==> src/rtl/ihex_encoder.sv <==
// Streams the program ROM out as ASCII Intel HEX: type-00 data records of up
// to REC_LEN bytes starting at byte address 0, then a single type-01 EOF record.
module ihex_encoder #(
    parameter int REC_LEN    = 16,
    parameter int DUMP_BYTES = 32768
) (
    input  logic        clk_sys,
    input  logic        reset,
    input  logic        start,
    input  logic [15:0] length,
    output logic        busy,
    output logic        done,
    output logic [13:0] rom_addr,
    input  logic [15:0] rom_data,
    output logic [7:0]  tx_data,
    output logic        tx_valid,
    input  logic        tx_ready
);

    localparam logic [15:0] DUMP_W    = 16'(DUMP_BYTES);
    localparam logic [15:0] REC_LEN_W = 16'(REC_LEN);
    localparam logic [7:0]  REC_LEN_B = 8'(REC_LEN);

    typedef enum logic [3:0] {
        S_IDLE, S_HDR, S_FETCH, S_WAIT, S_DATA, S_CSUM, S_EOL, S_EOFREC, S_FIN
    } state_t;

    state_t      state_q, state_d;
    logic [3:0]  idx_q, idx_d;
    logic [15:0] rem_q, rem_d;
    logic [7:0]  cnt_q, cnt_d;
    logic [15:0] addr_q, addr_d;
    logic [7:0]  byte_q, byte_d;
    logic [7:0]  sum_q, sum_d;
    logic [7:0]  tx_data_q, tx_data_d;
    logic        tx_valid_q, tx_valid_d;
    logic        busy_q, busy_d;
    logic        done_q, done_d;
    logic [13:0] rom_addr_q, rom_addr_d;

    logic        xfer;
    logic        begin_rec;
    logic [15:0] eff_len, rec_src, rec_base, addr_inc;
    logic [7:0]  rec_n, rec_sum, csum, sel_byte;

    function automatic logic [7:0] hex_char(input logic [3:0] nib);
        return (nib < 4'd10) ? (8'h30 + {4'h0, nib}) : (8'h37 + {4'h0, nib});
    endfunction

    // Header ":LLAAAA00"; cnt_q still holds the record length while in HDR.
    function automatic logic [7:0] hdr_char(input logic [3:0] idx, input logic [7:0] n,
                                            input logic [15:0] a);
        logic [7:0] c;
        case (idx)
            4'd0:    c = 8'h3A;
            4'd1:    c = hex_char(n[7:4]);
            4'd2:    c = hex_char(n[3:0]);
            4'd3:    c = hex_char(a[15:12]);
            4'd4:    c = hex_char(a[11:8]);
            4'd5:    c = hex_char(a[7:4]);
            4'd6:    c = hex_char(a[3:0]);
            default: c = 8'h30;
        endcase
        return c;
    endfunction

    // ":00000001FF\r\n"
    function automatic logic [7:0] eof_char(input logic [3:0] idx);
        logic [7:0] c;
        case (idx)
            4'd0:         c = 8'h3A;
            4'd8:         c = 8'h31;
            4'd9, 4'd10:  c = 8'h46;
            4'd11:        c = 8'h0D;
            4'd12:        c = 8'h0A;
            default:      c = 8'h30;
        endcase
        return c;
    endfunction

    assign xfer = tx_valid_q & tx_ready;

    always_comb begin
        eff_len  = (length > DUMP_W) ? DUMP_W : length;
        rec_src  = (state_q == S_IDLE) ? eff_len : rem_q;
        rec_base = (state_q == S_IDLE) ? 16'h0000 : addr_q;
        rec_n    = (rec_src > REC_LEN_W) ? REC_LEN_B : rec_src[7:0];
        rec_sum  = rec_n + rec_base[15:8] + rec_base[7:0];
        csum     = 8'h00 - sum_q;
        sel_byte = addr_q[0] ? rom_data[15:8] : rom_data[7:0];
        addr_inc = addr_q + 16'd1;
    end

    always_comb begin
        state_d    = state_q;
        idx_d      = idx_q;
        rem_d      = rem_q;
        cnt_d      = cnt_q;
        addr_d     = addr_q;
        byte_d     = byte_q;
        sum_d      = sum_q;
        tx_data_d  = tx_data_q;
        tx_valid_d = tx_valid_q;
        busy_d     = busy_q;
        done_d     = 1'b0;
        rom_addr_d = rom_addr_q;
        begin_rec  = 1'b0;

        case (state_q)
            S_IDLE: begin
                if (start) begin
                    busy_d = 1'b1;
                    addr_d = 16'h0000;
                    if (eff_len == 16'h0000) begin
                        state_d    = S_EOFREC;
                        idx_d      = 4'd0;
                        tx_data_d  = 8'h3A;
                        tx_valid_d = 1'b1;
                    end else begin
                        begin_rec = 1'b1;
                    end
                end
            end
            S_HDR: begin
                if (xfer) begin
                    if (idx_q == 4'd8) begin
                        state_d    = S_FETCH;
                        tx_valid_d = 1'b0;
                        rom_addr_d = addr_q[14:1];
                    end else begin
                        idx_d     = idx_q + 4'd1;
                        tx_data_d = hdr_char(idx_q + 4'd1, cnt_q, addr_q);
                    end
                end
            end
            S_FETCH: state_d = S_WAIT;
            S_WAIT: begin
                byte_d     = sel_byte;
                sum_d      = sum_q + sel_byte;
                state_d    = S_DATA;
                idx_d      = 4'd0;
                tx_data_d  = hex_char(sel_byte[7:4]);
                tx_valid_d = 1'b1;
            end
            S_DATA: begin
                if (xfer) begin
                    if (idx_q == 4'd0) begin
                        idx_d     = 4'd1;
                        tx_data_d = hex_char(byte_q[3:0]);
                    end else begin
                        addr_d = addr_inc;
                        cnt_d  = cnt_q - 8'd1;
                        if (cnt_q > 8'd1) begin
                            state_d    = S_FETCH;
                            tx_valid_d = 1'b0;
                            rom_addr_d = addr_inc[14:1];
                        end else begin
                            state_d   = S_CSUM;
                            idx_d     = 4'd0;
                            tx_data_d = hex_char(csum[7:4]);
                        end
                    end
                end
            end
            S_CSUM: begin
                if (xfer) begin
                    if (idx_q == 4'd0) begin
                        idx_d     = 4'd1;
                        tx_data_d = hex_char(csum[3:0]);
                    end else begin
                        state_d   = S_EOL;
                        idx_d     = 4'd0;
                        tx_data_d = 8'h0D;
                    end
                end
            end
            S_EOL: begin
                if (xfer) begin
                    if (idx_q == 4'd0) begin
                        idx_d     = 4'd1;
                        tx_data_d = 8'h0A;
                    end else if (rem_q != 16'h0000) begin
                        begin_rec = 1'b1;
                    end else begin
                        state_d   = S_EOFREC;
                        idx_d     = 4'd0;
                        tx_data_d = 8'h3A;
                    end
                end
            end
            S_EOFREC: begin
                if (xfer) begin
                    if (idx_q == 4'd12) begin
                        state_d    = S_FIN;
                        tx_valid_d = 1'b0;
                    end else begin
                        idx_d     = idx_q + 4'd1;
                        tx_data_d = eof_char(idx_q + 4'd1);
                    end
                end
            end
            S_FIN: begin
                done_d  = 1'b1;
                busy_d  = 1'b0;
                state_d = S_IDLE;
            end
            default: state_d = S_IDLE;
        endcase

        // Record length is fixed here; the checksum accumulator restarts with LL+AH+AL.
        if (begin_rec) begin
            state_d    = S_HDR;
            idx_d      = 4'd0;
            tx_data_d  = 8'h3A;
            tx_valid_d = 1'b1;
            cnt_d      = rec_n;
            rem_d      = rec_src - {8'h00, rec_n};
            sum_d      = rec_sum;
            addr_d     = rec_base;
        end
    end

    always_ff @(posedge clk_sys) begin
        if (reset) begin
            state_q    <= S_IDLE;
            idx_q      <= 4'd0;
            rem_q      <= 16'h0000;
            cnt_q      <= 8'h00;
            addr_q     <= 16'h0000;
            byte_q     <= 8'h00;
            sum_q      <= 8'h00;
            tx_data_q  <= 8'h00;
            tx_valid_q <= 1'b0;
            busy_q     <= 1'b0;
            done_q     <= 1'b0;
            rom_addr_q <= 14'h0000;
        end else begin
            state_q    <= state_d;
            idx_q      <= idx_d;
            rem_q      <= rem_d;
            cnt_q      <= cnt_d;
            addr_q     <= addr_d;
            byte_q     <= byte_d;
            sum_q      <= sum_d;
            tx_data_q  <= tx_data_d;
            tx_valid_q <= tx_valid_d;
            busy_q     <= busy_d;
            done_q     <= done_d;
            rom_addr_q <= rom_addr_d;
        end
    end

    assign busy     = busy_q;
    assign done     = done_q;
    assign tx_data  = tx_data_q;
    assign tx_valid = tx_valid_q;
    assign rom_addr = rom_addr_q;

endmodule

==> config.mk <==
export PLATFORM = sky130hd
export DESIGN_NAME = ihex_encoder
export DESIGN_NICKNAME = d
export VERILOG_FILES = /design/src/rtl/ihex_encoder.sv
export SDC_FILE = /design/constraint.sdc
export NUM_CORES = 1
export LEC_CHECK = 0
export CORE_AREA = 4 4 130 144
export CTS_CLUSTER_SIZE = 20
export DETAILED_ROUTE_END_ITERATION = 6
export DIE_AREA = 0 0 134 148
export PLACE_DENSITY = 0.61
export REMOVE_ABC_BUFFERS = 1
export SLEW_MARGIN = 25
export SYNTH_ARGS = -nofsm -noshare
export SYNTH_HDL_FRONTEND = slang
export SYNTH_SLANG_ARGS = --single-unit
==> constraint.sdc <==
create_clock -name clk_sys -period 4.55 [get_ports clk_sys]
set_input_delay 0.6825 -clock clk_sys [delete_from_list [all_inputs] [get_ports clk_sys]]
set_output_delay 0.6825 -clock clk_sys [all_outputs]
set_load 0.02 [all_outputs]
==> results of run 1 <==
[final timing paths]
kind / start / end / depth (start not counted)
max: length[4] / sum_q[7] / 17
min: byte_q[0] / byte_q[0] / 2
max reg2reg: state_q[0] / sum_q[7] / 18
min reg2reg: byte_q[0] / byte_q[0] / 2
[tightest hold or removal path: cells and delay by family, from the launching register on]
family	cells	cell delay [ps]
DFF	1	310
AOI/OAI and AO/OA	1	60
and+or+nand+nor	1	50
[per-stage QoR]
step                TNS (ps)  util (%)  setup WS [ps]
floorplan              -1090         -           -662
global placement        -210      49.7           -210
detailed placement      -338      49.7           -293
CTS                        0      51.7           61.2
global route               0      51.9           65.8
finish                     0      51.9            333
[sequential cells by signal, summed over array words and instances (netlist names)]
register and flops:
byte_q 4, state_q 4, tx_data 7, cnt_q 8, done 1, idx_q 4
addr_q 16, tx_valid 1, rem_q 16, busy 1, sum_q 8, rom_addr 14
[kinds of logic (layout without fill, tap and decap cells)]
group                    after synthesis  count (layout)  share of synthesized area [%]
AND/OR/NAND/NOR                      399             399                           26.6
AO/OA/AOI/OAI                        307             307                           27.2
buffers and inverters                118             175                           6.15
adder cells (fa/ha/maj)               43              43                           8.11
flip-flops                            84              84                           22.5
XOR/XNOR                              50              50                           5.86
multiplexers                          25              25                           3.43
other                                  2               4                          0.101
[placed cells by master (no fill, tap or decap), types with 9 or more instances in the layout]
master / n
or3_1: 13
nor2b_1: 15
dfxtp_1: 84
ha_1: 34
a21oi_1: 92
a211oi_1: 32
nand3_1: 37
inv_1: 44
nor3_1: 32
nor2_1: 114
a31oi_1: 14
clkdlybuf4s50_1: 58
xor2_1: 13
a21o_1: 9
and2_1: 15
mux2i_1: 20
buf_4: 55
fa_1: 9
a22oi_1: 9
xnor2_1: 37
nand4_1: 17
clkbuf_16: 9
o21ai_0: 59
nand2_1: 97
[power breakdown]
part	internal, uW	switching [uW]	total, uW
sequential	876	170	1050
clock	491	347	838
combinational	977	1460	2440
[what timing repair did]
item                       CTS  global route
setup endpoints to repair    0             2
resized for setup            0             7
setup buffers                0             2
[routing by layer]
layer	global-route usage (%)	vias up	share of wire [%]	wire length (um)
li1	-	3848	-	-
met1	31.9	3595	46	10700
met2	38.4	231	46	10700
met3	4.05	40	6.0	1420
met4	8.59	0	2.6	602
met5	0	-	0	0
[layout make-up]
cell class	instances	area (um2)	share of cell area, %
flip-flops and latches	84	1680	19.0
clock inverters	7	105	1.19
repair buffers	115	1020	11.5
inverters	44	165	1.86
clock buffers	9	225	2.54
well taps	234	293	3.30
multi-input cells	828	5380	60.7
==> flow_metrics.tcl, run 1 <==
set metrics [dict create \
    synth_seq_cells 84 \
    crit_path_top_delay_cell "fa_1" \
    syn_area_per_cell_um2 7.27 \
    dpl_cell_area_mm2 0.00849 \
    fp.dieArea_mm2 0.0198 \
    synthTopCellsByArea "dfxtp_1 23%, a21oi_1 6.3%, nor2_1 5.7%, ha_1 5.7%, nand2_1 4.9%" \
    num_rows 50 \
    clkLatencyLatePin_ps 360 \
    drcViolationCount 0 \
    cts_buffers 9 \
    critPathArrivalTime_ps 4470 \
    synth_seq_area_share_pct 22.5 \
    grt_pass1_wl_um 38400 \
    drive_above_1_share_pct 9.66 \
    clockBufferDepth 2 \
    synth_edf_count 0 \
    synth_common_cells "114 x nor2_1, 97 x nand2_1, 94 x a21oi_1" \
    cts_hold_buf 0 \
    diodes 0 \
    slew_viol_final 0 \
    worst-path-buf-inv 2 \
    syn_area_mm2 0.00747 \
    pin_count 61 \
    drt-wirelength-per-cell_um 17.8 \
    hold_slack_ps 461 \
    grt_max_degree 65 \
    fillerInstances 1684 \
    async_reset_ff_share_pct 0 \
    cts_root_buf "clkbuf_16" \
    critPathKind "in2reg" \
    die_h_um 148 \
    gp_congestion 0.910 \
    clkTransAtPathRegs_ps 70 \
    yosys_warnings 0 \
    vias 7714 \
    drt_iter0_drc 681 \
    hpwl_um 17400 \
    slowest_delay_ps 470 \
    cp.required_ps 4810 \
    clock_sinks 84 \
    crit_family "compound AO/OA/AOI/OAI gates" \
    nets 1161 \
    finalInstanceArea_mm2 0.00887 \
    grt_overflow 0 \
    finalWirelength_um 23500 \
    grt_use_total_pct 23.8 \
    placedCellCount 1303 \
    h-tree-depth 3 \
    rsz0062_at_grt "false" \
    status "finished, final reports clean" \
    worstPathMaxFanout 5 \
    yosysTopAreaCell "dfxtp_1" \
    yosysMostFrequentCell "nor2_1" \
    p_leak_uw 0.00330 \
    instances_no_fill 1321 \
    yosysUniqueCellTypes 79 \
    vdd.ir_drop.worst_uv 355 \
    cellPowerDensity_mw_per_mm2 488 \
    drv_cap 0 \
    min_period_over_period_pct 92.7 \
    hp-class "reg2reg" \
    clock_skew_ps 7.49 \
    tightest_slew_ps 821 \
    max_freq_ghz 0.237 \
    synthFlopType "dfxtp_1" \
    netlist_instances 1028 \
    antenna_left 0 \
    total_power_uw 4330 \
    start_util_pct 43.7 \
    reg2reg_setup_slack_ps 520 \
    syn2layout_area_growth_pct 18.7 \
    io_buffers 59 \
    synth_top_area_share_pct 22.5 \
    cts_tree "done" \
    critPathLaunchType "input port" \
    slew_headroom_pct 44.8 \
    setup_viol 0 \
    avgViaCountPerCell 5.84 \
    crit_path_end_kind "flop" \
    grt_pass1_vias 7274 \
    crit_chain "clkdlybuf4s50_1, nor4_2, buf_4, a41oi_4, a211o_4, nand3_2, nor2_1, fa_1, ha_1, fa_1, a21o_1, a21oi_2, o21bai_1, a21oi_1, xnor2_1, nor2_1, a2111oi_2" \
    finalCriticalPeriod_ps 4220 \
    first_pass_iters 7 \
    antenna_found_initial 0 \
    die-width_um 134 \
    hold_violations 0 \
    coreArea_mm2 0.0171 \
]
Note: power is estimated with default switching activity, not from simulation.
==> run 2, diff against run 1 <==
--- a/config.mk
+++ b/config.mk
@@ -5,11 +5,12 @@
 export SDC_FILE = /design/constraint.sdc
 export NUM_CORES = 1
 export LEC_CHECK = 0
+export CAP_MARGIN = 20
 export CORE_AREA = 4 4 130 144
 export CTS_CLUSTER_SIZE = 20
 export DETAILED_ROUTE_END_ITERATION = 6
 export DIE_AREA = 0 0 134 148
-export PLACE_DENSITY = 0.61
+export PLACE_DENSITY = 0.58
 export REMOVE_ABC_BUFFERS = 1
 export SLEW_MARGIN = 25
 export SYNTH_ARGS = -nofsm -noshare
==> constraint.sdc (replaced) <==
create_clock -name clk_sys -period 4.8 [get_ports clk_sys]
set_input_delay 0.72 -clock clk_sys [delete_from_list [all_inputs] [get_ports clk_sys]]
set_output_delay 0.72 -clock clk_sys [all_outputs]
set_load 0.02 [all_outputs]
==> run 2 against run 1 <==
Effect of this change: wire length is 2.8% higher; sequential power is 6% lower; register-to-register slack hardly changed; critical path depth stayed put; combinational power is 6% lower; critical endpoint unchanged; global-route usage is 0.49 points higher.
==> flow_metrics.tcl, run 2 (synthesized netlist as in run 1, its figures left out) <==
set metrics [dict create \
    status "finished, final reports clean" \
    hold_violations 0 \
    critPathLaunchType "input port" \
    grt_overflow 0 \
    finalCriticalPeriod_ps 4480 \
    clock_sinks 84 \
    min_period_over_period_pct 93.3 \
    first_pass_iters 5 \
    die_h_um 148 \
    die-width_um 134 \
    antenna_left 0 \
    cts_buffers 9 \
    cts_tree "done" \
    hpwl_um 18000 \
    dpl_cell_area_mm2 0.00838 \
    max_freq_ghz 0.223 \
    drt_iter0_drc 575 \
    drv_cap 0 \
    critPathKind "in2reg" \
    cellPowerDensity_mw_per_mm2 468 \
    clkLatencyLatePin_ps 360 \
    drive_above_1_share_pct 7.84 \
    antenna_found_initial 1 \
    final_common_cell "nor2_1" \
    vdd.ir_drop.worst_uv 236 \
    fp.dieArea_mm2 0.0198 \
    worstPathMaxFanout 7 \
    grt_pass1_wl_um 38700 \
    clock_skew_ps 7.14 \
    slew_viol_final 0 \
    rsz0062_at_grt "false" \
    grt_use_total_pct 24.3 \
    nets 1145 \
    slew_headroom_pct 46.9 \
    placedCellCount 1289 \
    crit_path_end_kind "flop" \
    critPathArrivalTime_ps 4740 \
    setup_viol 0 \
    hp-class "reg2reg" \
    mostFrequentLayoutCells "114 x nor2_1, 97 x nand2_1, 94 x a21oi_1" \
    h-tree-depth 3 \
    vias 7677 \
    grt_pass1_vias 7209 \
    num_rows 50 \
    cts_root_buf "clkbuf_16" \
    coreArea_mm2 0.0171 \
    cp.required_ps 5060 \
    avgViaCountPerCell 5.88 \
    syn2layout_area_growth_pct 16.6 \
    clockBufferDepth 2 \
    clkTransAtPathRegs_ps 70 \
    io_buffers 59 \
    tightest_slew_ps 790 \
    p_leak_uw 0.00322 \
    pin_count 61 \
    grt_max_degree 39 \
    finalInstanceArea_mm2 0.00871 \
    drt-wirelength-per-cell_um 18.5 \
    instances_no_fill 1305 \
    drcViolationCount 0 \
    diodes 0 \
    start_util_pct 43.7 \
    finalWirelength_um 24100 \
    gp_congestion 0.937 \
]
-- run 2: changes by cell type in the layout (fill, tap and decap cells not counted) --
cell        delta
o21ai_1        +1
o22ai_2        -1
o21ai_2        -1
o22ai_1        +1
a21oi_1        +2
inv_6          -1
clkinv_2       +1
inv_8          +1
nand3_2        -1
a21oi_2        -2
buf_12         -1
clkinvlp_4     -1
nand3_1        +1
buf_4         -15
-- run 2: critical path, stage by stage --
cell and delay [ps]:
clkdlybuf4s50_1 440, nor4_2 440, a41oi_4 200, a211o_4 370
nand3_1 160, buf_4 170, a211o_1 130, inv_1 60
fa_1 470, ha_1 350, a21o_1 190, a21oi_1 210
o21bai_1 90, a21oi_1 170, xnor2_1 140, nor2_1 70
a2111oi_2 340
-- run 2: cell type report --
class	instances	area, um2
clock buffers	9	225
clock inverters	7	105
fillers	1750	8370
inverters	44	165
multi-input cells	828	5360
flip-flops and latches	84	1680
well taps	234	293
repair buffers	99	886
-- run 2: per-stage QoR --
step | setup TNS [ps] | utilization (%) | hold slack (ps) | total power, uW | worst slack (ps)
floorplan | -412 | - | 430 | 2480 | -412
global placement | 0 | 49.0 | 449 | 3260 | 0.916
detailed placement | -68.4 | 49.0 | 457 | 3260 | -68.4
CTS | 0 | 51.0 | 467 | 4070 | 303
global route | 0 | 51.0 | 502 | 4380 | 65.7
finish | 0 | 51.0 | 463 | 4080 | 323
-- run 2: where the power goes --
group	internal (uW)	switching, uW	leakage [uW]	total [uW]
sequential	830	152	0.000684	982
clock	467	337	0.000164	804
combinational	906	1380	0.00237	2290
total	2200	1870	0.00322	4080
-- run 2: what timing repair did --
item | 4_1_cts | 5_1_grt
gates resized for setup | 0 | 2
buffers inserted | 0 | 0
setup endpoints to repair | 0 | 1
hold buffers | 0 | 0
endpoints found under the hold margin | 0 | 0
-- run 2: worst paths after layout --
kind                                 start         to  slack, ps  cells past startpoint
worst max-delay path             length[0]   sum_q[7]        320                     17
worst max register to register  state_q[3]   sum_q[7]        510                     17
worst min-delay path             byte_q[0]  byte_q[0]        460                      2
worst min register to register   byte_q[0]  byte_q[0]        460                      2
-- run 2: per-layer routing --
layer  track usage [%]  routed length (um)  share of wire (%)  vias to the layer above
met3              3.13                1190                4.9                       47
met5                 0                  13              0.054                        -
met4              11.1                 877                3.6                        2
met1              32.1               11000                 46                     3594
li1                  -                   -                  -                     3813
met2              39.4               11000                 46                      221
